<file path="src/rtl/stopwatch_pkg.sv">
// Shared stopwatch defaults and helpers used by the lap capture buffer.
package stopwatch_pkg;

  localparam int DEFAULT_DATA_WIDTH = 16;
  localparam int DEFAULT_MAX        = 99;

  // Level counters need one extra bit so a completely full buffer is representable.
  function automatic int level_width(input int depth);
    return $clog2(depth) + 1;
  endfunction

endpackage

</file>
<file path="src/rtl/lap_fifo.sv">
// Lap entry storage: circular array with read/write pointers and an occupancy count.
// The caller qualifies push/pop; flush empties the buffer synchronously.
module lap_fifo
  import stopwatch_pkg::*;
#(
  parameter int DATA_WIDTH = DEFAULT_DATA_WIDTH,
  parameter int DEPTH      = 4,
  localparam int LVL_W     = level_width(DEPTH),
  localparam int PTR_W     = $clog2(DEPTH)
) (
  input  logic                  clk,
  input  logic                  resetn,
  input  logic                  flush,
  input  logic                  push,
  input  logic                  pop,
  input  logic [DATA_WIDTH-1:0] wr_data,
  output logic [DATA_WIDTH-1:0] rd_data,
  output logic [LVL_W-1:0]      level,
  output logic                  full,
  output logic                  empty
);

  logic [DATA_WIDTH-1:0] mem_q [DEPTH];
  logic [DATA_WIDTH-1:0] mem_d [DEPTH];
  logic [PTR_W-1:0]      wr_ptr_q, wr_ptr_d;
  logic [PTR_W-1:0]      rd_ptr_q, rd_ptr_d;
  logic [LVL_W-1:0]      count_q, count_d;

  // DEPTH is a power of two, so pointer overflow gives the modulo wrap for free.
  always_comb begin
    mem_d    = mem_q;
    wr_ptr_d = wr_ptr_q;
    rd_ptr_d = rd_ptr_q;
    count_d  = count_q;
    if (flush) begin
      wr_ptr_d = '0;
      rd_ptr_d = '0;
      count_d  = '0;
    end else begin
      if (push) begin
        mem_d[wr_ptr_q] = wr_data;
        wr_ptr_d        = wr_ptr_q + PTR_W'(1);
      end
      if (pop) begin
        rd_ptr_d = rd_ptr_q + PTR_W'(1);
      end
      case ({push, pop})
        2'b10:   count_d = count_q + LVL_W'(1);
        2'b01:   count_d = count_q - LVL_W'(1);
        default: count_d = count_q;
      endcase
    end
  end

  always_ff @(posedge clk or negedge resetn) begin
    if (!resetn) begin
      wr_ptr_q <= '0;
      rd_ptr_q <= '0;
      count_q  <= '0;
    end else begin
      wr_ptr_q <= wr_ptr_d;
      rd_ptr_q <= rd_ptr_d;
      count_q  <= count_d;
    end
  end

  always_ff @(posedge clk) begin
    mem_q <= mem_d;
  end

  assign empty   = (count_q == '0);
  assign full    = (count_q == LVL_W'(DEPTH));
  assign level   = count_q;
  assign rd_data = empty ? '0 : mem_q[rd_ptr_q];

endmodule

</file>
<file path="src/rtl/lap_capture_buffer.sv">
// Lap capture buffer: queues stopwatch laps for a show-ahead consumer.
// Define LAP_CAPTURE_DELTA_EN to store split times instead of raw counts.
module lap_capture_buffer
  import stopwatch_pkg::*;
#(
  parameter int DATA_WIDTH = DEFAULT_DATA_WIDTH,
  parameter int MAX        = DEFAULT_MAX,
  parameter int DEPTH      = 4
) (
  input  logic                         clk,
  input  logic                         resetn,
  input  logic [DATA_WIDTH-1:0]        count_in,
  input  logic                         lap,
  input  logic                         clear,
  output logic                         rd_valid,
  input  logic                         rd_ready,
  output logic [DATA_WIDTH-1:0]        rd_data,
  output logic [level_width(DEPTH)-1:0] level,
  output logic                         full,
  output logic                         overflow
);

  if (DEPTH < 2 || (DEPTH & (DEPTH - 1)) != 0 || MAX < 1) begin : g_bad_config
    $error("lap_capture_buffer: DEPTH must be a power of two >= 2 and MAX >= 1");
  end

  logic                  empty;
  logic                  push;
  logic                  pop;
  logic                  overflow_q, overflow_d;
  logic [DATA_WIDTH-1:0] wr_value;

  // Clear wins over everything; a lap into a full buffer survives only if the head leaves.
  assign pop  = rd_ready && !empty && !clear;
  assign push = lap && !clear && (!full || pop);

  always_comb begin
    overflow_d = overflow_q;
    if (clear) begin
      overflow_d = 1'b0;
    end else if (lap && full && !pop) begin
      overflow_d = 1'b1;
    end
  end

  always_ff @(posedge clk or negedge resetn) begin
    if (!resetn) begin
      overflow_q <= 1'b0;
    end else begin
      overflow_q <= overflow_d;
    end
  end

`ifdef LAP_CAPTURE_DELTA_EN
  localparam logic [DATA_WIDTH-1:0] WRAP = DATA_WIDTH'(MAX + 1);

  logic [DATA_WIDTH-1:0] prev_q, prev_d;

  // Split is taken modulo the stopwatch period; prev only follows accepted laps.
  always_comb begin
    if (count_in >= prev_q) begin
      wr_value = count_in - prev_q;
    end else begin
      wr_value = count_in + WRAP - prev_q;
    end
    prev_d = prev_q;
    if (clear) begin
      prev_d = '0;
    end else if (push) begin
      prev_d = count_in;
    end
  end

  always_ff @(posedge clk or negedge resetn) begin
    if (!resetn) begin
      prev_q <= '0;
    end else begin
      prev_q <= prev_d;
    end
  end
`else
  assign wr_value = count_in;
`endif

  lap_fifo #(
    .DATA_WIDTH (DATA_WIDTH),
    .DEPTH      (DEPTH)
  ) u_fifo (
    .clk     (clk),
    .resetn  (resetn),
    .flush   (clear),
    .push    (push),
    .pop     (pop),
    .wr_data (wr_value),
    .rd_data (rd_data),
    .level   (level),
    .full    (full),
    .empty   (empty)
  );

  assign rd_valid = !empty;
  assign overflow = overflow_q;

endmodule

</file>
<file path="config.mk">
export PLATFORM = sky130hd
export DESIGN_NAME = lap_capture_buffer
export DESIGN_NICKNAME = d
export VERILOG_FILES = /design/src/rtl/stopwatch_pkg.sv /design/src/rtl/lap_fifo.sv /design/src/rtl/lap_capture_buffer.sv
export SDC_FILE = /design/constraint.sdc
export NUM_CORES = 1
export LEC_CHECK = 0
export CORE_MARGIN = 2
export CORE_UTILIZATION = 58
export DETAILED_ROUTE_END_ITERATION = 7
export GPL_ROUTABILITY_DRIVEN = 0
export PLACE_DENSITY = 0.84
export SETUP_SLACK_MARGIN = 0.05
export SKIP_CTS_REPAIR_TIMING = 1
export SYNTH_ARGS = -nofsm -noshare
export SYNTH_HDL_FRONTEND = slang
export SYNTH_SLANG_ARGS = --single-unit
</file>
<file path="constraint.sdc">
create_clock -name clk -period 3.2 [get_ports clk]
set_input_delay 0.32 -clock clk [delete_from_list [all_inputs] [get_ports clk]]
set_output_delay 0.32 -clock clk [all_outputs]
set_load 0.1 [all_outputs]
</file>
==> impl_metrics.yaml <==
power_and_ir_drop:
  pwr-share-seq: 0.428
  netSwitchingFraction: 0.2968
  power.total_mw: 2.545
  powerDensity_nw_per_um2: 670.1
  combPwrFrac: 0.227
  cellLeakagePower_nw: 1.345
  power_switching_mw: 0.7554
  vdd_drop_max_v: 0.0003683
  internal_power_mw: 1.790
  clock_power_share: 0.345
global_route:
  grt-ovfl-total: 0
  antenna_found_initial: 0
  grt.total_usage: 0.2103
  grt_first_pass_wirelength_um: 9170
  grt_pass1_vias: 1697
  grt_start_max_net_pins: 18
place:
  pre_cts_ws_ps: 631.8
  port_buffers: 42
  dp_hpwl_um: 3553
  placed_cells_incl_taps: 275
detailed_routing:
  drt_iter0_drc: 111
  ant_nets: 0
  drt-wirelength-per-cell_um: 19.40
  firstDrtPassIters: 4
  viasPerCell: 5.687
  routed_wl_um: 5644
  num_vias: 1655
  drcViolationCount: 0
clocking:
  cts_buffers: 9
  clk_root_buffer_cell: "clkbuf_8"
  htree_levels: 3
  cts_sinks: 72
  clk_path_buf_depth: 2
  clkSlewWorstSetupHoldPaths_ps: 70
  clk_latency_ps: 340
  cts_tree: "done"
status:
  status: "finished, final reports clean"
sta:
  fin_setup_tns_ps: 0
  worst_slew_pin_slew_ps: 960.8
  max_slew_margin: 0.3574
  drv_slew: 0
  fmax_ghz: 0.3943
  period_share: 0.7925
  rsz0062_at_grt: "no"
  timing.final.ws_setup_ps: 664.1
  finalClockSkew_ps: 9.749
  finalCriticalPeriod_ps: 2536
  setup_viol: 0
  final-hold-violation-count: 0
cells_and_area:
  diodes: 0
  layout-drive-gt1-share: 0.3303
  syn_to_final_growth_pct: 21.44
  final_cell_count_no_fill: 291
  nets: 242
setup_path:
  slowest_stage: "nor3_4"
  rr_worst_depth: 6
  crit_arrival_ps: 2220
  worst_setup_path_start_kind: "flop"
  end_kind: "primary output"
  critical_path.endpoint: "rd_data[11]"
  critical_path.cell_chain: "nor3_4 -> buf_4 -> nor2b_4 -> buf_4"
  reg2reg_to: "u_fifo.level[2]"
  required_ps: 2880
  reg2reg_setup_slack_ps: 760
  path_class: "reg2out"
  cp_max_fo: 12
  crit_top_cell: "buf_4"
  critPathLaunch: "u_fifo.level[0]"
  r2r-start: "u_fifo.level[0]"
  cp_slowest_stage_delay_ps: 630
floorplanning:
  ioPinCount: 43
  chipWidth_um: 77.44
  start_util: 0.6086
  rows: 26
  dieArea_um2: 5996
  core_area_um2: 5140
  die_h_um: 77.44
yosys:
  synth_edf_count: 64
  yosysWarnings: 0
  yosysTopAreaCell: "edfxtp_1"
  synth_compound_area_frac: 0.02800
  syn_area_um2: 3128
  netlist_top_cells_area: "edfxtp_1 61%, mux4_2 12%, dfrtp_1 6.4%"
  postSynthCellCount: 168
  synth.most_common_cell: "edfxtp_1"
  synth_fa_ha_area_frac: 0.02240
  ys_ff_latch: 72
  syn_avg_cell_area_um2: 18.62
  synthXorXnorAreaFrac: 0.01120
  ys_seq_area_frac: 0.6784
  synthFlopType: "edfxtp_1"
  synth_top_family_by_area: "multiplexers"
  synthArstFlopShare: 0.1111
  syn-num-nets: 194
  synthMuxAreaShare: 0.1200
  synth_top_area_share: 0.6144
  synth_cell_type_count: 41
  ys_top_cells_by_count: "64 x edfxtp_1, 16 x mux4_2, 8 x dfrtp_1, 8 x nor2b_1, 8 x nor2b_4"
  yosys.area_share.simple: 0.1052
run:
  maxCapViolCount: 0
min_path:
  min_path_type: "in2async"
[worst max-delay path, delay by kind of cell (launching register included)]
kind | cells | cell delay [ps]
simple gates | 2 | 690
buf+inv | 2 | 600
flops | 1 | 570
[kinds of logic (layout without fill, tap and decap cells)]
| logic type | Yosys count | after routing |
|---|---|---|
| compound gates | 13 | 13 |
| xor+xnor | 4 | 4 |
| fa+ha+maj | 5 | 5 |
| buf+inv | 17 | 70 |
| flops | 72 | 72 |
| mux | 17 | 17 |
| simple gates | 40 | 40 |
[power groups by stage]
| stage | combinational [mW] | clock, mW | sequential, mW |
|---|---|---|---|
| after global placement | 0.569 | 0 | 1.10 |
| after CTS | 0.581 | 0.897 | 1.09 |
| after detailed placement | 0.578 | 0 | 1.11 |
| after floorplan | 0.457 | 0 | 1.11 |
| final | 0.577 | 0.879 | 1.09 |
| after global routing | 0.601 | 0.930 | 1.09 |
[state kept, by name (all words and copies together), names as in the netlist]
register / flops
u_fifo.level: 3
u_fifo.rd_ptr_q: 2
overflow: 1
u_fifo.wr_ptr_q: 2
u_fifo.mem_q: 64
[final cells by class]
cell class,count,area (um2)
Inverter,6,22.52
Clock buffer,11,151.4
Multi-Input combinational cell,79,899.6
Sequential cell,72,2122
Timing Repair Buffer,48,412.9
Fill cell,330,1341
Tap cell,70,87.58
Clock inverter,5,102.6
[worst min path at each step]
stage               startpoint               to  depth (start not counted)
CTS                     resetn  u_fifo.level[0]                          1
global placement      overflow         overflow                          2
finish                  resetn  u_fifo.level[0]                          1
global route            resetn         overflow                          1
floorplan               resetn         overflow                          0
detailed placement    overflow         overflow                          2
[layer usage]
metal / wire length, um / track usage
met1: 2323 / 0.2590
met2: 3003 / 0.3487
met4: 53 / 0.06964
met3: 265 / 0.07558
met5: 0 / 0
[placed cells by master, fill, tap and decap left out, types with 4 or more instances in the layout]
cell	count
buf_4	27
clkbuf_8	11
clkdlybuf4s50_1	21
ha_1	4
mux4_2	16
dfrtp_1	8
and2_1	5
inv_1	5
edfxtp_1	64
nor2b_1	7
nor2_1	5
nor2b_4	8
[stage by stage]
step	cell area (um2)	hold slack, ps	util
4_1_cts	3799	270.5	0.7390
5_1_grt	3799	278.2	0.7390
2_1_floorplan	3131	24.41	-
3_3_place_gp	3545	511.1	0.6896
3_5_place_dp	3545	495.0	0.6896
6_report	3799	279.3	0.7390
(Power assumes the default switching activity.)
